**config.mk**
```make
export PLATFORM = sky130hd
export DESIGN_NAME = branch_predictor
export DESIGN_NICKNAME = d
export VERILOG_FILES = /design/src/rtl/branch_predictor.sv
export SDC_FILE = /design/constraint.sdc
export NUM_CORES = 2
export LEC_CHECK = 0
export CAP_MARGIN = 20
export CORE_MARGIN = 3
export CORE_UTILIZATION = 40
export CTS_CLUSTER_SIZE = 28
export DETAILED_ROUTE_END_ITERATION = 8
export GPL_ROUTABILITY_DRIVEN = 1
export HOLD_SLACK_MARGIN = 0.12
export PLACE_DENSITY_LB_ADDON = 0.25
export SLEW_MARGIN = 20
export SYNTH_ARGS = -nofsm -noshare
export SYNTH_HDL_FRONTEND = slang
export SYNTH_SLANG_ARGS = --single-unit
```
**constraint.sdc**
```tcl
create_clock -name clk -period 7.4 [get_ports clk]
set_clock_uncertainty 0.1 [all_clocks]
set_input_delay 1.11 -clock clk [delete_from_list [all_inputs] [get_ports clk]]
set_output_delay 1.11 -clock clk [all_outputs]
set_load 0.005 [all_outputs]
```
**src/rtl/branch_predictor.sv**
```systemverilog
// Fetch-side branch predictor: direct-mapped BTB with 2-bit saturating counters,
// combinational lookup and mispredict detection. Optional counters: BRANCH_PREDICTOR_STATS_EN.
module branch_predictor #(
  parameter int ENTRIES = 64,
  parameter int PC_W    = 32
) (
  input  logic            clk,
  input  logic            rst_n,
  input  logic [PC_W-1:0] pred_pc,
  output logic            pred_hit,
  output logic            pred_taken,
  output logic [PC_W-1:0] pred_target,
  input  logic            upd_valid,
  input  logic [PC_W-1:0] upd_pc,
  input  logic [2:0]      upd_br_type,
  input  logic            upd_taken,
  input  logic [PC_W-1:0] upd_target,
  input  logic            upd_pred_taken,
  input  logic [PC_W-1:0] upd_pred_target,
  output logic            mispredict
`ifdef BRANCH_PREDICTOR_STATS_EN
  ,
  output logic [31:0]     stat_branches,
  output logic [31:0]     stat_mispredicts
`endif
);

  localparam int IDX_W = $clog2(ENTRIES);
  localparam int TAG_W = PC_W - IDX_W - 2;

  localparam logic [2:0] BR_NONE   = 3'b011;
  localparam logic [2:0] BR_UNCOND = 3'b010;

  logic             valid_reg  [ENTRIES];
  logic [1:0]       ctr_reg    [ENTRIES];
  logic [TAG_W-1:0] tag_reg    [ENTRIES];
  logic [PC_W-1:0]  target_reg [ENTRIES];

  logic [IDX_W-1:0] pred_idx, upd_idx;
  logic [TAG_W-1:0] pred_tag, upd_tag;
  logic             upd_hit;
  logic             wr_en;
  logic [1:0]       wr_ctr;
  logic [PC_W-1:0]  wr_target;
  logic [PC_W-1:0]  resolved_npc;
  logic             unused_pred_taken;

  assign pred_idx = pred_pc[IDX_W+1:2];
  assign pred_tag = pred_pc[PC_W-1:IDX_W+2];
  assign upd_idx  = upd_pc[IDX_W+1:2];
  assign upd_tag  = upd_pc[PC_W-1:IDX_W+2];

  // The predicted direction travels with the target; only the target is compared.
  assign unused_pred_taken = upd_pred_taken;

  always_comb begin
    pred_hit    = rst_n & valid_reg[pred_idx] & (tag_reg[pred_idx] == pred_tag);
    pred_taken  = pred_hit & ctr_reg[pred_idx][1];
    pred_target = pred_taken ? target_reg[pred_idx] : pred_pc + PC_W'(4);
  end

  assign upd_hit = valid_reg[upd_idx] & (tag_reg[upd_idx] == upd_tag);

  always_comb begin
    wr_en     = 1'b0;
    wr_ctr    = ctr_reg[upd_idx];
    wr_target = target_reg[upd_idx];
    if (upd_valid) begin
      if (upd_br_type == BR_UNCOND) begin
        wr_en     = 1'b1;
        wr_ctr    = 2'b11;
        wr_target = upd_target;
      end else if (upd_br_type != BR_NONE) begin
        if (upd_hit) begin
          wr_en = 1'b1;
          if (upd_taken) begin
            wr_ctr    = (ctr_reg[upd_idx] == 2'b11) ? 2'b11 : ctr_reg[upd_idx] + 2'b01;
            wr_target = upd_target;
          end else begin
            wr_ctr    = (ctr_reg[upd_idx] == 2'b00) ? 2'b00 : ctr_reg[upd_idx] - 2'b01;
          end
        end else if (upd_taken) begin
          // Taken miss evicts whatever occupied the slot.
          wr_en     = 1'b1;
          wr_ctr    = 2'b10;
          wr_target = upd_target;
        end
      end
    end
  end

  assign resolved_npc = upd_taken ? upd_target : upd_pc + PC_W'(4);
  assign mispredict   = rst_n & upd_valid & (upd_pred_target != resolved_npc);

  always_ff @(posedge clk or negedge rst_n) begin
    if (!rst_n) begin
      for (int i = 0; i < ENTRIES; i++) begin
        valid_reg[i] <= 1'b0;
        ctr_reg[i]   <= 2'b01;
      end
    end else if (wr_en) begin
      valid_reg[upd_idx] <= 1'b1;
      ctr_reg[upd_idx]   <= wr_ctr;
    end
  end

  // Tag and target need no reset: they are only observed behind valid.
  always_ff @(posedge clk) begin
    if (wr_en) begin
      tag_reg[upd_idx]    <= upd_tag;
      target_reg[upd_idx] <= wr_target;
    end
  end

`ifdef BRANCH_PREDICTOR_STATS_EN
  logic [31:0] stat_branches_reg, stat_mispredicts_reg;

  always_ff @(posedge clk or negedge rst_n) begin
    if (!rst_n) begin
      stat_branches_reg    <= 32'd0;
      stat_mispredicts_reg <= 32'd0;
    end else begin
      if (upd_valid && (upd_br_type != BR_NONE))
        stat_branches_reg <= stat_branches_reg + 32'd1;
      if (mispredict)
        stat_mispredicts_reg <= stat_mispredicts_reg + 32'd1;
    end
  end

  assign stat_branches    = stat_branches_reg;
  assign stat_mispredicts = stat_mispredicts_reg;
`endif

endmodule

```
; Word-level counts from Yosys, hierarchy flattened
; Memories as Yosys holds them, arrays and structs flattened.
; Cells that the tools add are included.
[totals]
regBits = 192
ram_bits = 3584
in_bits = 136
out_inout_bits = 35
wordCells = 196
mem_count = 2
[mem_list]
columns = memory, words, width, read_ports, rd_clocked_by_memory_dff, wr, line_no
row1 = target_reg, 64, 32, 1, 0, 1, 37  ; logic [PC_W-1:0] target_reg [ENTRIES];
row2 = tag_reg, 64, 24, 2, 0, 1, 36  ; logic [TAG_W-1:0] tag_reg [ENTRIES];
[classes]
add_sub_neg = 4
n_lt_le_gt_ge = 3
n_eq_ne = 9
muxes = 38
bitwise_logic = 9
n_reduce_logical = 3
[ops]
columns = op, count
row1 = $mux 32, 6
row2 = $bwmux 128, 1
row3 = $add 32x3->32 const B, 2
row4 = $or 64x64->64, 1
row5 = $eq 24x24->1, 2
row6 = $ne 32x32->1, 1
row7 = $mux 2, 13
row8 = $bmux 2 s6, 2
row9 = $ge 7x7->1 const B, 2
row10 = $not 6->7, 2
row11 = $bmux 1 s6, 2
row12 = $demux 2 s6, 1
row13 = $mux 1, 12
row14 = $lt 7x1->1 const B, 1
row15 = $and 1x1->1, 6
row16 = $demux 1 s6, 1
row17 = $ne 4x4->1 const B, 1
row18 = $reduce_and 4->1, 1
row19 = $eq 3x2->1 const B, 1
row20 = $ne 3x2->1 const B, 1
row21 = $ne 3x3->1 const B, 1
row22 = $add 2x1->2 const B, 1
row23 = $eq 2x2->1 const B, 1
row24 = $logic_not 2->1, 1
row25 = 3 further kinds, 3

; Depth between registers and ports, before layout
[logic_depth]
word_depth = 12
ltp_mapped = 21
ltp_nobuf = 12

; Worst setup path after synthesis
; Ideal clock, no wire load.
[synth_timing]
path_type = input-to-output
from = input pred_pc[2]
to = output pred_target[10]
t_arrival_ns = 4.989
t_required_ns = 6.190
slack_ns = 1.201
stages = 13
n_path_buf = 9
cell_sequence = clkbuf_1 > buf_2 > buf_4 > buf_2 > buf_4 > buf_4 > buf_2 > buf_2 > buf_1 > mux4_2 > mux4_2 > mux4_2 > mux2_2
[synth_between]
elab_chain_cells = 8
word_cells_on_any_way = 15
cone_classes = add/sub (1) / eq/ne (1) / mux (7) / bitwise (4) / memory (2)
[synth_lines]
columns = item, line_no
row1 = from (decl), 9  ; input logic [PC_W-1:0] pred_pc,
row2 = branches (longest 7 deep; another with $mem_v2 64x24), -
row3 = $mux 32 *, 59  ; pred_target = pred_taken ? target_reg[pred_idx] : pred_pc + PC_W'(4);
row4 = to (decl), 12  ; output logic [PC_W-1:0] pred_target,
; Every way passes the cells marked *. The select of a mux whose other input is x is not followed.

; Final worst setup path
[layout_timing]
from = input pred_pc[2]
to = output pred_hit
[layout_between]
elab_chain_cells = 6
word_cells_on_any_way = 8
cone_classes = eq/ne (1) / mux (3) / bitwise (3) / memory (1)
[layout_lines]
columns = item, line_no
row1 = branches (longest 5 deep; another with $mem_v2 64x24), -
row2 = $and 1x1->1 *, 57  ; pred_hit = rst_n & valid_reg[pred_idx] & (tag_reg[pred_idx] == pred_tag);
row3 = to (decl), 10  ; output logic pred_hit,
; Marks and branches as above.

==> results.sh <==
export IMPL_yosysSeqAreaShare_pct=69.5
export IMPL_area_growth_pct=17.2
export IMPL_grt_pass1_wl_um=780000
export IMPL_initial_core_util_pct=40.3
export IMPL_grt_pass1_vias=92494
export IMPL_ioPinCount=171
export IMPL_run_status="completed"
export IMPL_synth_top_family_by_area="multiplexers"
export IMPL_hold_viol=0
export IMPL_synth_fp_nets=8103
export IMPL_insertion_delay_ns=1.00
export IMPL_power_density_mw_per_mm2=247
export IMPL_worstMarginPinSlew_ns=1.17
export IMPL_vias_per_cell=6.46
export IMPL_grt_max_degree=122
export IMPL_numCtsBuffers=382
export IMPL_synthXorXnorAreaFrac_pct=0.752
export IMPL_critical_path_class="input port to output pin"
export IMPL_avgSynthCellArea_sq_um=20.3
export IMPL_dieArea_sq_mm=0.412
export IMPL_final_util_pct=47.3
export IMPL_h_tree_depth=5
export IMPL_crit_chain="buf_16 -> buf_6 -> mux4_2 -> mux4_2 -> mux2_2 -> o21ai_2 -> buf_4 -> xnor2_1 -> or4_1 -> nor4_1 -> nand2_1 -> buf_4 -> nor3_4 -> buf_4 -> clkdlybuf4s50_1"
export IMPL_worstPathMaxFanout=19
export IMPL_drtAntennaViolNets=0
export IMPL_cts_tree="yes"
export IMPL_drt_initial_drc_count=14636
export IMPL_muxShareOfSynthArea_pct=21.6
export IMPL_drv_slew=0
export IMPL_crit_path_top_delay_cell="mux4_2"
export IMPL_syn_inst=7965
export IMPL_path_clk_slew_ns=0.06
export IMPL_ys_ff_latch=3776
export IMPL_required_ns=6.19
export IMPL_synth_fa_ha_area_share_pct=0.0217
export IMPL_drtPass1Iterations=7
export IMPL_timing_fmax_mhz=136
export IMPL_worst_setup_path_start_kind="input port"
export IMPL_synth_compound_gate_area_share_pct=3.96
export IMPL_cts_sinks=3776
export IMPL_vias=93243
export IMPL_clk_path_buf_depth=4
export IMPL_hpwl_um=363000
export IMPL_ys_types=83
export IMPL_overflow=0
export IMPL_drc_errors=0
export IMPL_ys_flop_type="edfxtp_1"
export IMPL_wire_per_inst_um=39.7
export IMPL_synth_edf_count=3584
export IMPL_crit_top_cell="buf_4"
export IMPL_largest_reg_flops=2048
export IMPL_nets=8842
export IMPL_arrival_ns=6.16
export IMPL_dpl_instance_area_sq_mm=0.177
export IMPL_die_w_um=642
export IMPL_power_total_mw=46.8
export IMPL_clock_root_buffer="clkbuf_16"
export IMPL_slew_headroom_pct=22.1
export IMPL_hold_slack_ns=0.391
export IMPL_yosysWarnings=0
export IMPL_fin_area_sq_mm=0.190
export IMPL_num_rows=232
export IMPL_yosys_area_share_simple_pct=2.27
export IMPL_peakVddDrop_mv=0.191
export IMPL_finalCritPeriodShare_pct=99.6
export IMPL_die_y_um=642
export IMPL_drt_wl_total_um=573000
export IMPL_core_area_sq_mm=0.401
export IMPL_port_buffer_count=169
export IMPL_finalSetupViolCount=0
export IMPL_maxCapViolations=0
export IMPL_rsz0062_at_grt="false"
export IMPL_syn_area_sq_mm=0.162
export IMPL_period_minus_slack_ns=7.37
export IMPL_cpPeakStageDelay_ns=0.55
export IMPL_grtUsageTotal_pct=27.2
export IMPL_hp_class="input port to flop"
export IMPL_end_kind="output pin"
export IMPL_p_leak_nw=61.6
export IMPL_layout_drive_gt1_share_pct=35.0
export IMPL_routabilityCongestion=0.945
export IMPL_antenna_found_initial=50
export IMPL_synthArstFlopShare_pct=5.08
repair_timing:
item / in CTS / in global routing
endpoints found under the hold margin: 33 / 0
setup buffers: 0 / 0
setup endpoints to repair: 34 / 2
hold buffers: 1 / 0
gates resized for setup: 6 / 1
gates cloned: 0 / 0
Yosys cell counts (all sizes together) (5+ instances only):
library cell  number  area (sq um)
a221oi           134          1170
a222oi             5          50.1
and3              44           275
or4                5          37.5
xor2              57           499
o221ai            14           123
nand4             41           563
a22o              24           210
a2111oi            5          62.6
a221o            105          1050
nand3             70           350
nand2b            51           319
xnor2             82           718
mux4            1254         28200
dfrtp            128          3200
and3b              6          52.6
o22ai            149           932
or3                6          37.5
o21a              10          75.1
o211ai             6          50.1
mux2i            387          3870
inv               40           150
o22a              31           272
a31oi             10          62.6
nor2             128           483
and2              19           119
clkbuf           237           892
a21oi             95           475
or2               35           219
o21ai             88           440
o31ai              5          51.3
a211oi            15           113
nor4              25           188
nor2b             22           138
nor3b              6          45.0
edfxtp          3584        108000
nor3              27           140
buf              364          1900
nand2            143           537
dfstp             64          1680
a22oi            148          1110
and4               6          52.6
mux2             256          2890
per-stage QoR:
stage | std cells | TNS (ns) | setup slack [ns]
floorplan | 7965 | 0 | 1.20
global placement | 13699 | -7.83 | -0.893
detailed placement | 13701 | -6.58 | -0.748
CTS | 14396 | 0 | 0.0514
global route | 14423 | 0 | 0.0629
finish | 14435 | 0 | 0.0324
placed cells by master (no fill, tap or decap), types with 16 or more instances in the layout:
| master | instances |
|---|---|
| edfxtp_1 | 3584 |
| mux4_2 | 1254 |
| buf_4 | 515 |
| clkbuf_16 | 393 |
| mux2i_1 | 387 |
| buf_12 | 269 |
| mux2_2 | 215 |
| o22ai_1 | 149 |
| a22oi_1 | 148 |
| nand2_1 | 140 |
| a221oi_1 | 134 |
| dfrtp_1 | 128 |
| a221o_1 | 105 |
| clkdlybuf4s50_1 | 98 |
| a21oi_1 | 95 |
| o21ai_0 | 86 |
| clkinv_1 | 83 |
| xnor2_1 | 81 |
| clkbuf_1 | 81 |
| nor2_4 | 70 |
| nand3_1 | 69 |
| dfstp_2 | 64 |
| clkinv_2 | 62 |
| buf_2 | 59 |
| xor2_1 | 57 |
| nor2_1 | 55 |
| nand2b_1 | 49 |
| mux2_1 | 40 |
| diode_2 | 39 |
| or2_2 | 35 |
| bufinv_16 | 35 |
| and3_2 | 33 |
| o22a_1 | 31 |
| inv_2 | 30 |
| a22o_1 | 24 |
| nor3_1 | 22 |
| nand4_1 | 20 |
| nand4_4 | 20 |
| nor4_1 | 19 |
| nor2b_1 | 16 |
metal layers:
layer | global-route usage (%) | part of all wire, %
met4 | 15.7 | 6.8
met5 | 0 | 0.013
met1 | 35.1 | 36
met3 | 6.66 | 11
met2 | 42.2 | 46
cell type report:
type                            instances  area [sq um]
Fill cell                           33141        212000
Sequential cell                      3776        113000
Multi-Input combinational cell       3547         47100
Timing Repair Buffer                  956         10700
Clock buffer                          479         10200
Tap cell                             5382          6730
Clock inverter                        215          2060
Inverter                               41           161
Antenna cell                           39          97.6
path summary, 6_finish.rpt:
path	from	endpoint	slack (ns)	cells past startpoint
hold reg to reg	valid_reg[33]$_DFFE_PN0P_	valid_reg[33]$_DFFE_PN0P_	0.39	1
max in group asynchronous	rst_n	ctr_reg[85]$_DFFE_PN0P_	5.21	3
min in group asynchronous	rst_n	valid_reg[44]$_DFFE_PN0P_	0.64	2
setup reg to reg	tag_reg[4][13]$_DFFE_PP_	tag_reg[45][21]$_DFFE_PP_	2.29	16
hold / removal	upd_target[0]	target_reg[38][0]$_DFFE_PP_	0.39	1
setup / recovery	pred_pc[2]	pred_hit	0.03	15
power breakdown:
part | switching, mW | internal [mW]
sequential | 0.102 | 23.6
clock | 8.28 | 11.0
combinational | 2.31 | 1.50
worst max-delay path: cells and delay by family:
family,cells,cell delay (ns)
buf+inv,6,1.63
xor+xnor,1,0.08
mux,3,1.35
compound gates,1,0.45
simple gates,4,1.39
logic make-up (layout without fill, tap and decap cells):
| logic type | count (synthesis) | in the layout |
|---|---|---|
| adder cells (fa/ha/maj) | 3 | 3 |
| buffers and inverters | 642 | 1691 |
| other | 0 | 39 |
| multiplexers | 1897 | 1897 |
| AO/OA/AOI/OAI | 862 | 862 |
| AND/OR/NAND/NOR | 646 | 646 |
| XOR/XNOR | 139 | 139 |
| flip-flops | 3776 | 3776 |
(Power assumes the default switching activity.)
